File: config.mk
export PLATFORM = sky130hd
export DESIGN_NAME = cs_microsequencer_flat
export DESIGN_NICKNAME = d
export VERILOG_FILES = /design/src/rtl/cs_microsequencer_if.sv /design/src/rtl/cs_microsequencer.sv /design/src/flat_wrapper.sv
export SDC_FILE = /design/constraint.sdc
export NUM_CORES = 1
export LEC_CHECK = 0
export ABC_AREA = 1
export CORE_UTILIZATION = 36
export CTS_CLUSTER_SIZE = 16
export DETAILED_ROUTE_END_ITERATION = 8
export PLACE_DENSITY = 0.81
export SYNTH_ARGS = -nofsm -noshare
export SYNTH_HDL_FRONTEND = slang
export SYNTH_SLANG_ARGS = --single-unit
File: constraint.sdc
create_clock -name CS_MICROSEQUENCER_CLOCK_50 -period 1.6 [get_ports CS_MICROSEQUENCER_CLOCK_50]
set_clock_uncertainty 0.05 [all_clocks]
set_input_delay 0.4 -clock CS_MICROSEQUENCER_CLOCK_50 [delete_from_list [all_inputs] [get_ports CS_MICROSEQUENCER_CLOCK_50]]
set_output_delay 0.4 -clock CS_MICROSEQUENCER_CLOCK_50 [all_outputs]
set_load 0.02 [all_outputs]
File: src/rtl/cs_microsequencer_if.sv
// ============================================================================
// Module      : cs_microsequencer_if
// Description : Bus bundle between the control section and the microsequencer.
//               Timeout_Out exists only with CS_MICROSEQUENCER_STALL_TIMEOUT_EN.
// Revision    : 1.0 - initial release
// ============================================================================
`default_nettype none

interface cs_microsequencer_if #(
  parameter int ADDR_LENGTH      = 11,
  parameter int COND_LENGTH      = 3,
  parameter int SELECTION_LENGTH = 2,
  parameter int FLAG_LENGTH      = 4
);
  logic [ADDR_LENGTH-1:0]      CS_MICROSEQUENCER_NextAddr_InBUS;
  logic [COND_LENGTH-1:0]      CS_MICROSEQUENCER_MIR_COND_InBUS;
  logic                        CS_MICROSEQUENCER_MIR_RD_In;
  logic                        CS_MICROSEQUENCER_MIR_WR_In;
  logic                        CS_MICROSEQUENCER_MemReady_In;
  logic                        CS_MICROSEQUENCER_ALU_SetCC_In;
  logic [FLAG_LENGTH-1:0]      CS_MICROSEQUENCER_ALU_Flags_InBUS;
  logic                        CS_MICROSEQUENCER_IR13_In;
  logic [ADDR_LENGTH-1:0]      CS_MICROSEQUENCER_CSAR_OutBUS;
  logic [ADDR_LENGTH-1:0]      CS_MICROSEQUENCER_CSAI_OutBUS;
  logic [SELECTION_LENGTH-1:0] CS_MICROSEQUENCER_Selection_OutBUS;
  logic [FLAG_LENGTH-1:0]      CS_MICROSEQUENCER_PSR_OutBUS;
  logic                        CS_MICROSEQUENCER_Stall_Out;
`ifdef CS_MICROSEQUENCER_STALL_TIMEOUT_EN
  logic                        CS_MICROSEQUENCER_Timeout_Out;
`endif

  // Control section side: supplies microinstruction fields, ALU flags, mux output
  modport master (
    output CS_MICROSEQUENCER_NextAddr_InBUS,
    output CS_MICROSEQUENCER_MIR_COND_InBUS,
    output CS_MICROSEQUENCER_MIR_RD_In,
    output CS_MICROSEQUENCER_MIR_WR_In,
    output CS_MICROSEQUENCER_MemReady_In,
    output CS_MICROSEQUENCER_ALU_SetCC_In,
    output CS_MICROSEQUENCER_ALU_Flags_InBUS,
    output CS_MICROSEQUENCER_IR13_In,
    input  CS_MICROSEQUENCER_CSAR_OutBUS,
    input  CS_MICROSEQUENCER_CSAI_OutBUS,
    input  CS_MICROSEQUENCER_Selection_OutBUS,
    input  CS_MICROSEQUENCER_PSR_OutBUS,
`ifdef CS_MICROSEQUENCER_STALL_TIMEOUT_EN
    input  CS_MICROSEQUENCER_Timeout_Out,
`endif
    input  CS_MICROSEQUENCER_Stall_Out
  );

  modport slave (
    input  CS_MICROSEQUENCER_NextAddr_InBUS,
    input  CS_MICROSEQUENCER_MIR_COND_InBUS,
    input  CS_MICROSEQUENCER_MIR_RD_In,
    input  CS_MICROSEQUENCER_MIR_WR_In,
    input  CS_MICROSEQUENCER_MemReady_In,
    input  CS_MICROSEQUENCER_ALU_SetCC_In,
    input  CS_MICROSEQUENCER_ALU_Flags_InBUS,
    input  CS_MICROSEQUENCER_IR13_In,
    output CS_MICROSEQUENCER_CSAR_OutBUS,
    output CS_MICROSEQUENCER_CSAI_OutBUS,
    output CS_MICROSEQUENCER_Selection_OutBUS,
    output CS_MICROSEQUENCER_PSR_OutBUS,
`ifdef CS_MICROSEQUENCER_STALL_TIMEOUT_EN
    output CS_MICROSEQUENCER_Timeout_Out,
`endif
    output CS_MICROSEQUENCER_Stall_Out
  );
endinterface

`default_nettype wire

File: src/rtl/cs_microsequencer.sv
// ============================================================================
// Module      : cs_microsequencer
// Description : CSAR/CSAI, PSR latch, COND evaluation and memory-wait stall.
//               Optional stall watchdog: CS_MICROSEQUENCER_STALL_TIMEOUT_EN.
// Revision    : 1.0 - initial release
// ============================================================================
`default_nettype none

module cs_microsequencer #(
  parameter int ADDR_LENGTH      = 11,
  parameter int COND_LENGTH      = 3,
  parameter int SELECTION_LENGTH = 2,
`ifdef CS_MICROSEQUENCER_STALL_TIMEOUT_EN
  parameter int TIMEOUT_CYCLES   = 255,
`endif
  parameter int FLAG_LENGTH      = 4
) (
  input  wire logic           CS_MICROSEQUENCER_CLOCK_50,
  input  wire logic           CS_MICROSEQUENCER_RESET_InLow,
  cs_microsequencer_if.slave  bus
);

  localparam logic [SELECTION_LENGTH-1:0] c_SEL_CSAI   = SELECTION_LENGTH'(0);
  localparam logic [SELECTION_LENGTH-1:0] c_SEL_JUMP   = SELECTION_LENGTH'(1);
  localparam logic [SELECTION_LENGTH-1:0] c_SEL_DECODE = SELECTION_LENGTH'(2);

  logic [ADDR_LENGTH-1:0]      r_csar;
  logic [FLAG_LENGTH-1:0]      r_psr;
  logic                        w_stall_raw;
  logic                        w_stall;
  logic [SELECTION_LENGTH-1:0] w_sel;

  // RD and WR together are a single access; ready in the same cycle is zero-wait
  assign w_stall_raw = (bus.CS_MICROSEQUENCER_MIR_RD_In | bus.CS_MICROSEQUENCER_MIR_WR_In)
                       & ~bus.CS_MICROSEQUENCER_MemReady_In;

`ifdef CS_MICROSEQUENCER_STALL_TIMEOUT_EN
  logic [7:0] r_wait_cnt;
  logic       r_timeout;
  logic       w_timeout_hit;

  assign w_timeout_hit = w_stall_raw && (r_wait_cnt == 8'(TIMEOUT_CYCLES));
  assign w_stall       = w_stall_raw & ~w_timeout_hit;

  always_ff @(posedge CS_MICROSEQUENCER_CLOCK_50 or negedge CS_MICROSEQUENCER_RESET_InLow) begin
    if (!CS_MICROSEQUENCER_RESET_InLow) begin
      r_wait_cnt <= 8'd0;
      r_timeout  <= 1'b0;
    end else begin
      r_wait_cnt <= w_stall ? r_wait_cnt + 8'd1 : 8'd0;
      if (w_timeout_hit)
        r_timeout <= 1'b1;
    end
  end

  assign bus.CS_MICROSEQUENCER_Timeout_Out = r_timeout;
`else
  assign w_stall = w_stall_raw;
`endif

  always_ff @(posedge CS_MICROSEQUENCER_CLOCK_50 or negedge CS_MICROSEQUENCER_RESET_InLow) begin
    if (!CS_MICROSEQUENCER_RESET_InLow) begin
      r_csar <= '0;
      r_psr  <= '0;
    end else if (!w_stall) begin
      r_csar <= bus.CS_MICROSEQUENCER_NextAddr_InBUS;
      if (bus.CS_MICROSEQUENCER_ALU_SetCC_In)
        r_psr <= bus.CS_MICROSEQUENCER_ALU_Flags_InBUS;
    end
  end

  // Branches look at the registered PSR, so a same-cycle SetCC is seen one microinstruction later
  always_comb begin
    w_sel = c_SEL_CSAI;
    case (bus.CS_MICROSEQUENCER_MIR_COND_InBUS)
      COND_LENGTH'(0): w_sel = c_SEL_CSAI;
      COND_LENGTH'(1): w_sel = r_psr[3] ? c_SEL_JUMP : c_SEL_CSAI;
      COND_LENGTH'(2): w_sel = r_psr[2] ? c_SEL_JUMP : c_SEL_CSAI;
      COND_LENGTH'(3): w_sel = r_psr[1] ? c_SEL_JUMP : c_SEL_CSAI;
      COND_LENGTH'(4): w_sel = r_psr[0] ? c_SEL_JUMP : c_SEL_CSAI;
      COND_LENGTH'(5): w_sel = bus.CS_MICROSEQUENCER_IR13_In ? c_SEL_JUMP : c_SEL_CSAI;
      COND_LENGTH'(6): w_sel = c_SEL_JUMP;
      COND_LENGTH'(7): w_sel = c_SEL_DECODE;
      default:         w_sel = c_SEL_CSAI;
    endcase
  end

  assign bus.CS_MICROSEQUENCER_CSAR_OutBUS      = r_csar;
  assign bus.CS_MICROSEQUENCER_CSAI_OutBUS      = r_csar + ADDR_LENGTH'(1);
  assign bus.CS_MICROSEQUENCER_Selection_OutBUS = w_sel;
  assign bus.CS_MICROSEQUENCER_PSR_OutBUS       = r_psr;
  assign bus.CS_MICROSEQUENCER_Stall_Out        = w_stall;

endmodule

`default_nettype wire

File: src/flat_wrapper.sv
// flat-port wrapper written by rule: the top's interface ports become plain ports
module cs_microsequencer_flat 
#(
  parameter int ADDR_LENGTH      = 11,
  parameter int COND_LENGTH      = 3,
  parameter int SELECTION_LENGTH = 2,

  parameter int FLAG_LENGTH      = 4
)
  (CS_MICROSEQUENCER_CLOCK_50, CS_MICROSEQUENCER_RESET_InLow, bus_CS_MICROSEQUENCER_NextAddr_InBUS, bus_CS_MICROSEQUENCER_MIR_COND_InBUS, bus_CS_MICROSEQUENCER_MIR_RD_In, bus_CS_MICROSEQUENCER_MIR_WR_In, bus_CS_MICROSEQUENCER_MemReady_In, bus_CS_MICROSEQUENCER_ALU_SetCC_In, bus_CS_MICROSEQUENCER_ALU_Flags_InBUS, bus_CS_MICROSEQUENCER_IR13_In, bus_CS_MICROSEQUENCER_CSAR_OutBUS, bus_CS_MICROSEQUENCER_CSAI_OutBUS, bus_CS_MICROSEQUENCER_Selection_OutBUS, bus_CS_MICROSEQUENCER_PSR_OutBUS, bus_CS_MICROSEQUENCER_Stall_Out);
  cs_microsequencer_if #(.ADDR_LENGTH(ADDR_LENGTH), .COND_LENGTH(COND_LENGTH), .SELECTION_LENGTH(SELECTION_LENGTH), .FLAG_LENGTH(FLAG_LENGTH)) bus_i ();
  input  wire logic CS_MICROSEQUENCER_CLOCK_50;
  input  wire logic CS_MICROSEQUENCER_RESET_InLow;
  input wire logic [$bits(bus_i.CS_MICROSEQUENCER_NextAddr_InBUS)-1:0] bus_CS_MICROSEQUENCER_NextAddr_InBUS;
  input wire logic [$bits(bus_i.CS_MICROSEQUENCER_MIR_COND_InBUS)-1:0] bus_CS_MICROSEQUENCER_MIR_COND_InBUS;
  input wire logic [$bits(bus_i.CS_MICROSEQUENCER_MIR_RD_In)-1:0] bus_CS_MICROSEQUENCER_MIR_RD_In;
  input wire logic [$bits(bus_i.CS_MICROSEQUENCER_MIR_WR_In)-1:0] bus_CS_MICROSEQUENCER_MIR_WR_In;
  input wire logic [$bits(bus_i.CS_MICROSEQUENCER_MemReady_In)-1:0] bus_CS_MICROSEQUENCER_MemReady_In;
  input wire logic [$bits(bus_i.CS_MICROSEQUENCER_ALU_SetCC_In)-1:0] bus_CS_MICROSEQUENCER_ALU_SetCC_In;
  input wire logic [$bits(bus_i.CS_MICROSEQUENCER_ALU_Flags_InBUS)-1:0] bus_CS_MICROSEQUENCER_ALU_Flags_InBUS;
  input wire logic [$bits(bus_i.CS_MICROSEQUENCER_IR13_In)-1:0] bus_CS_MICROSEQUENCER_IR13_In;
  output wire logic [$bits(bus_i.CS_MICROSEQUENCER_CSAR_OutBUS)-1:0] bus_CS_MICROSEQUENCER_CSAR_OutBUS;
  output wire logic [$bits(bus_i.CS_MICROSEQUENCER_CSAI_OutBUS)-1:0] bus_CS_MICROSEQUENCER_CSAI_OutBUS;
  output wire logic [$bits(bus_i.CS_MICROSEQUENCER_Selection_OutBUS)-1:0] bus_CS_MICROSEQUENCER_Selection_OutBUS;
  output wire logic [$bits(bus_i.CS_MICROSEQUENCER_PSR_OutBUS)-1:0] bus_CS_MICROSEQUENCER_PSR_OutBUS;
  output wire logic [$bits(bus_i.CS_MICROSEQUENCER_Stall_Out)-1:0] bus_CS_MICROSEQUENCER_Stall_Out;
  assign bus_i.CS_MICROSEQUENCER_NextAddr_InBUS = bus_CS_MICROSEQUENCER_NextAddr_InBUS;
  assign bus_i.CS_MICROSEQUENCER_MIR_COND_InBUS = bus_CS_MICROSEQUENCER_MIR_COND_InBUS;
  assign bus_i.CS_MICROSEQUENCER_MIR_RD_In = bus_CS_MICROSEQUENCER_MIR_RD_In;
  assign bus_i.CS_MICROSEQUENCER_MIR_WR_In = bus_CS_MICROSEQUENCER_MIR_WR_In;
  assign bus_i.CS_MICROSEQUENCER_MemReady_In = bus_CS_MICROSEQUENCER_MemReady_In;
  assign bus_i.CS_MICROSEQUENCER_ALU_SetCC_In = bus_CS_MICROSEQUENCER_ALU_SetCC_In;
  assign bus_i.CS_MICROSEQUENCER_ALU_Flags_InBUS = bus_CS_MICROSEQUENCER_ALU_Flags_InBUS;
  assign bus_i.CS_MICROSEQUENCER_IR13_In = bus_CS_MICROSEQUENCER_IR13_In;
  assign bus_CS_MICROSEQUENCER_CSAR_OutBUS = bus_i.CS_MICROSEQUENCER_CSAR_OutBUS;
  assign bus_CS_MICROSEQUENCER_CSAI_OutBUS = bus_i.CS_MICROSEQUENCER_CSAI_OutBUS;
  assign bus_CS_MICROSEQUENCER_Selection_OutBUS = bus_i.CS_MICROSEQUENCER_Selection_OutBUS;
  assign bus_CS_MICROSEQUENCER_PSR_OutBUS = bus_i.CS_MICROSEQUENCER_PSR_OutBUS;
  assign bus_CS_MICROSEQUENCER_Stall_Out = bus_i.CS_MICROSEQUENCER_Stall_Out;
  cs_microsequencer #(.ADDR_LENGTH(ADDR_LENGTH), .COND_LENGTH(COND_LENGTH), .SELECTION_LENGTH(SELECTION_LENGTH), .FLAG_LENGTH(FLAG_LENGTH)) u_core (.CS_MICROSEQUENCER_CLOCK_50(CS_MICROSEQUENCER_CLOCK_50), .CS_MICROSEQUENCER_RESET_InLow(CS_MICROSEQUENCER_RESET_InLow), .bus(bus_i));
endmodule
Word-level counts from Yosys, hierarchy flattened:

Index checks and enable logic that the tools add are counted.

* muxes and demuxes: 6
* reduce and logical (&&, ||, !) cells: 2
* bitwise logic cells: 4
* add/sub/neg operators: 1
* eq/ne operators: 7

Operators by type and width (count)
* $pmux 2 s8: 1
* $eq 3x3->1 const B: 4
* $add 11x1->11 const B: 1
* $eq 3x2->1 const B: 2
* $mux 1: 5
* $eq 3x1->1 const B: 1
* $logic_not 3->1: 1
* $not 1->1: 2
* $reduce_and 2->1: 1
* $and 1x1->1: 1
* $or 1x1->1: 1

* input port bits: 25
* register bits after elaboration: 15
* logic and storage cells: 22
* output and inout bits: 29

Longest topological paths before layout:

* word-level depth: 4
* depth in mapped cells: 6
* gate-level depth less buffers: 6

Worst setup path before layout:

Ideal clock, no wire load.

* kind: register to output
* from: register u_core.r_csar[1] (netlist: u_core.bus.CS_MICROSEQUENCER_CSAR_OutBUS[1])
* to: output port bus_CS_MICROSEQUENCER_CSAI_OutBUS[6]
* data arrival time: 1.346 ns
* buffers on the path: 0
* cell stages (with the launch flop): 5
* data required time: 1.150 ns
* slack: -0.196 ns
* path through: dfrtp_1 ha_1 nand2_1 nor2_4 xor2_1

* cells in the longest elaborated chain, start to end: 1

RTL lines
* start: declaration: line cs_microsequencer.sv:27 `logic [ADDR_LENGTH-1:0] r_csar;`
* start signal: assignment: line cs_microsequencer.sv:66 `r_csar <= bus.CS_MICROSEQUENCER_NextAddr_InBUS;`
* $add 11x1->11: line cs_microsequencer.sv:89 `assign bus.CS_MICROSEQUENCER_CSAI_OutBUS = r_csar + ADDR_LENGTH'(1);`
* end: declaration: line flat_wrapper.sv:23 `output wire logic [$bits(bus_i.CS_MICROSEQUENCER_CSAI_OutBUS)-1:0] bus_CS_MICROSEQUENCER_CSAI_OutBUS;`

Every way passes these cells.

Final worst setup path:

* from: register u_core.r_csar[0] (netlist: u_core.bus.CS_MICROSEQUENCER_CSAR_OutBUS[0])
* to: output port bus_CS_MICROSEQUENCER_CSAI_OutBUS[4]

The elaborated chain is that of the path after synthesis.

==> run metrics <==
critical path launch point u_core.bus.CS_MICROSEQUENCER_CSAR_OutBUS[0]; startpoint types flop; DR iter-0 viols 9; commonest non-fill, non-tap cell in the layout nand2_1; Overflow after GRT 0; Clk pin slew, worst setup/hold paths around 90 ps; area leader, netlist dfrtp_1; Cell Area, Synth ~850 µm²; sequential-to-total area share from yosys stat 44.1%; Cell Pwr Density around 740 nW/µm²; placed instance count 220; number of synthesized register bits 15; DRT antenna net count 0; synthesis warning total 0; reg-to-reg startpoint u_core.bus.CS_MICROSEQUENCER_CSAR_OutBUS[3]; first-pass GRT wire length 4530 µm; Area Growth Syn to Fin 95.6%; switching power total 0.000431 W; Int Pwr around 0.00079 W; ANT cells 0; WL final around 2700 µm; status complete, but fails checks; # DRC 0; Relative slew margins 85.6%; Sw Ratio between 30% and 40%; clock period minus worst slack around 1900 ps; final worst path period share 116%; Reg2Reg Capture Point u_core.bus.CS_MICROSEQUENCER_CSAR_OutBUS[3]; clock root buffer clkbuf_4; routed via count 1066; GR Util All Layers around a quarter; Reg power frac between 30% and 40%; Starting Density between 30% and 40%; LEAKAGE between 0.8 and 0.9 nW; syn_nets 143; fin. max-slew vios 0; synth top area cells dfrtp_1, nand2_1, nand3_1; CP max FO 2; input/output buffers between 50 and 60; TritonRoute pass-1 iters 3; full die area approximately 2600 µm²; GPL Wtd Cong about 0.75; wire per inst between 10 and 15 µm; clk_lat worst skew 270 ps; combinational share of power between 40 and 50%; CTS sink cnt 15; DP HPWL about 2100 µm; Ports 54; most frequent cells in the layout nand2_1, buf_4, clkdlybuf4s50_1; Unique masters post-synth 13; post-synth top area share around 44%; Max-cap violations 0; clock network fraction of total power around 17%; vias in the first global route ~1100; Synth Instances about 120; Area after DPL around 1600 µm²; Data required, critical path 1150 ps; RSZ-0062 raised after global routing yes; htree depth 1; Non-Filler Cell Area, Final around 1700 µm²; Cell Rows 17; core area around 2200 µm²; fill count about 170; CTS tree yes; flop2flop setup slack about 700 ps; VDD IR max approximately 0.00065 V; initial antenna violation count 0; worst path arrival time roughly 1400 ps; Max Fclk 538 MHz; Register-to-Register Path Depth 3; PnR worst setup slack -258 ps; count of hold-fix buffers inserted at cts 0; Vias/cell approximately 4.7; clk buf depth 2; die width 50.6 µm; worst setup path endpoint bus_CS_MICROSEQUENCER_CSAI_OutBUS[4]; final hold violation count 0; post-route insts no fill around 230; worst min-delay path category input port to async pin; crit path kind flop to output port; Worst setup EP type output port; Worst Tran Pin Value 216 ps; Mapped Avg Cell Area ~7.3 µm²; failing checks negative setup slack; pin count of the biggest net entering global routing 23; Die Height between 50 and 60 µm; # nets final about 230; Final setup viols 10; layout cell share with drive strength beyond 1 a little over a third; number of CTS-inserted buffers 3
[how the worst min path moves through the flow]
| stage | endpoint | from | slack, ps |
|---|---|---|---|
| 5_1_grt | u_core.bus.CS_MICROSEQUENCER_CSAR_OutBUS[10] | CS_MICROSEQUENCER_RESET_InLow | 380 |
| 4_1_cts | u_core.bus.CS_MICROSEQUENCER_CSAR_OutBUS[10] | CS_MICROSEQUENCER_RESET_InLow | 390 |
| 6_report | u_core.bus.CS_MICROSEQUENCER_CSAR_OutBUS[10] | CS_MICROSEQUENCER_RESET_InLow | 380 |
| 2_1_floorplan | u_core.bus.CS_MICROSEQUENCER_CSAR_OutBUS[0] | CS_MICROSEQUENCER_RESET_InLow | 50 |
| 3_5_place_dp | u_core.bus.CS_MICROSEQUENCER_CSAR_OutBUS[5] | u_core.bus.CS_MICROSEQUENCER_CSAR_OutBUS[5] | 470 |
| 3_3_place_gp | u_core.bus.CS_MICROSEQUENCER_CSAR_OutBUS[5] | u_core.bus.CS_MICROSEQUENCER_CSAR_OutBUS[5] | 470 |
[logic make-up (layout without fill, tap and decap cells)]
kind of cell,count (synthesis),count (layout),share of synthesized area (%)
simple gates,75,75,37.5
xor+xnor,5,5,5.15
compound gates,8,8,5.15
buf+inv,13,96,6.62
flops,15,15,44.1
fa+ha+maj,1,1,1.47
[area by class of cell]
class	count	area [µm²]	area share (%)
clock buffer	4	26.3	1.58
inverter	11	41.3	2.48
multi-input combinational	89	487	29.2
sequential	15	379	22.8
tap	28	35.0	2.11
timing repair buffer	81	696	41.8
[metal layers]
| metal | GRT usage (%) | share of wire, % |
|---|---|---|
| met3 | 3.94 | 4.4 |
| met5 | 0 | 0 |
| met2 | 46.2 | 56 |
| met4 | 7.87 | 1.3 |
| met1 | 24.2 | 39 |
[worst max-delay path, cell delays in order (launching register included)]
cell     delay, ps
dfrtp_2        440
ha_4           180
nand2_4         70
buf_4          120
nor2_4          30
xor2_2         170
buf_6          130
[synth_stat cells]
cell and count:
dfrtp_1 15, nand3_2 1, nor2_1 5, ha_1 1, buf_4 2, xor2_1 5, o21ai_2 1, nor2_4 2
inv_1 11, nand3_1 11, nand2_1 55, o21ai_0 7, and3_1 1
[sequential cells by signal, summed over array words and instances (netlist names)]
register,count
u_core.bus.CS_MICROSEQUENCER_CSAR_OutBUS,11
u_core.bus.CS_MICROSEQUENCER_PSR_OutBUS,4
[timing repair]
item                                    in CTS  in global routing
setup buffers                                2                  2
pin swaps                                   11                 13
endpoints found under the setup margin      29                 24
gates resized for setup                    119                 19
[power by group through the flow]
stage               clock network [W]  registers, W  logic [W]
finish                       0.000211      0.000458   0.000555
global route                 0.000243      0.000463   0.000597
detailed placement                  0      0.000460   0.000565
floorplan                           0      0.000519   0.000165
CTS                          0.000218      0.000457   0.000551
global placement                    0      0.000458   0.000548
[stage by stage]
stage / hold WS (ps) / setup TNS, ps / util (%) / power [W] / worst slack [ps]
finish: 383 / -2000 / 75.2 / 0.00122 / -258
global route: 379 / -2780 / 75.2 / 0.00130 / -370
CTS: 387 / -1810 / 75.4 / 0.00123 / -255
detailed placement: 469 / -5620 / 72.9 / 0.00102 / -707
global placement: 469 / -5150 / 72.9 / 0.00101 / -627
floorplan: 54.4 / -47.3 / - / 0.000683 / -24.8
Power figures use the tool's default switching activity.
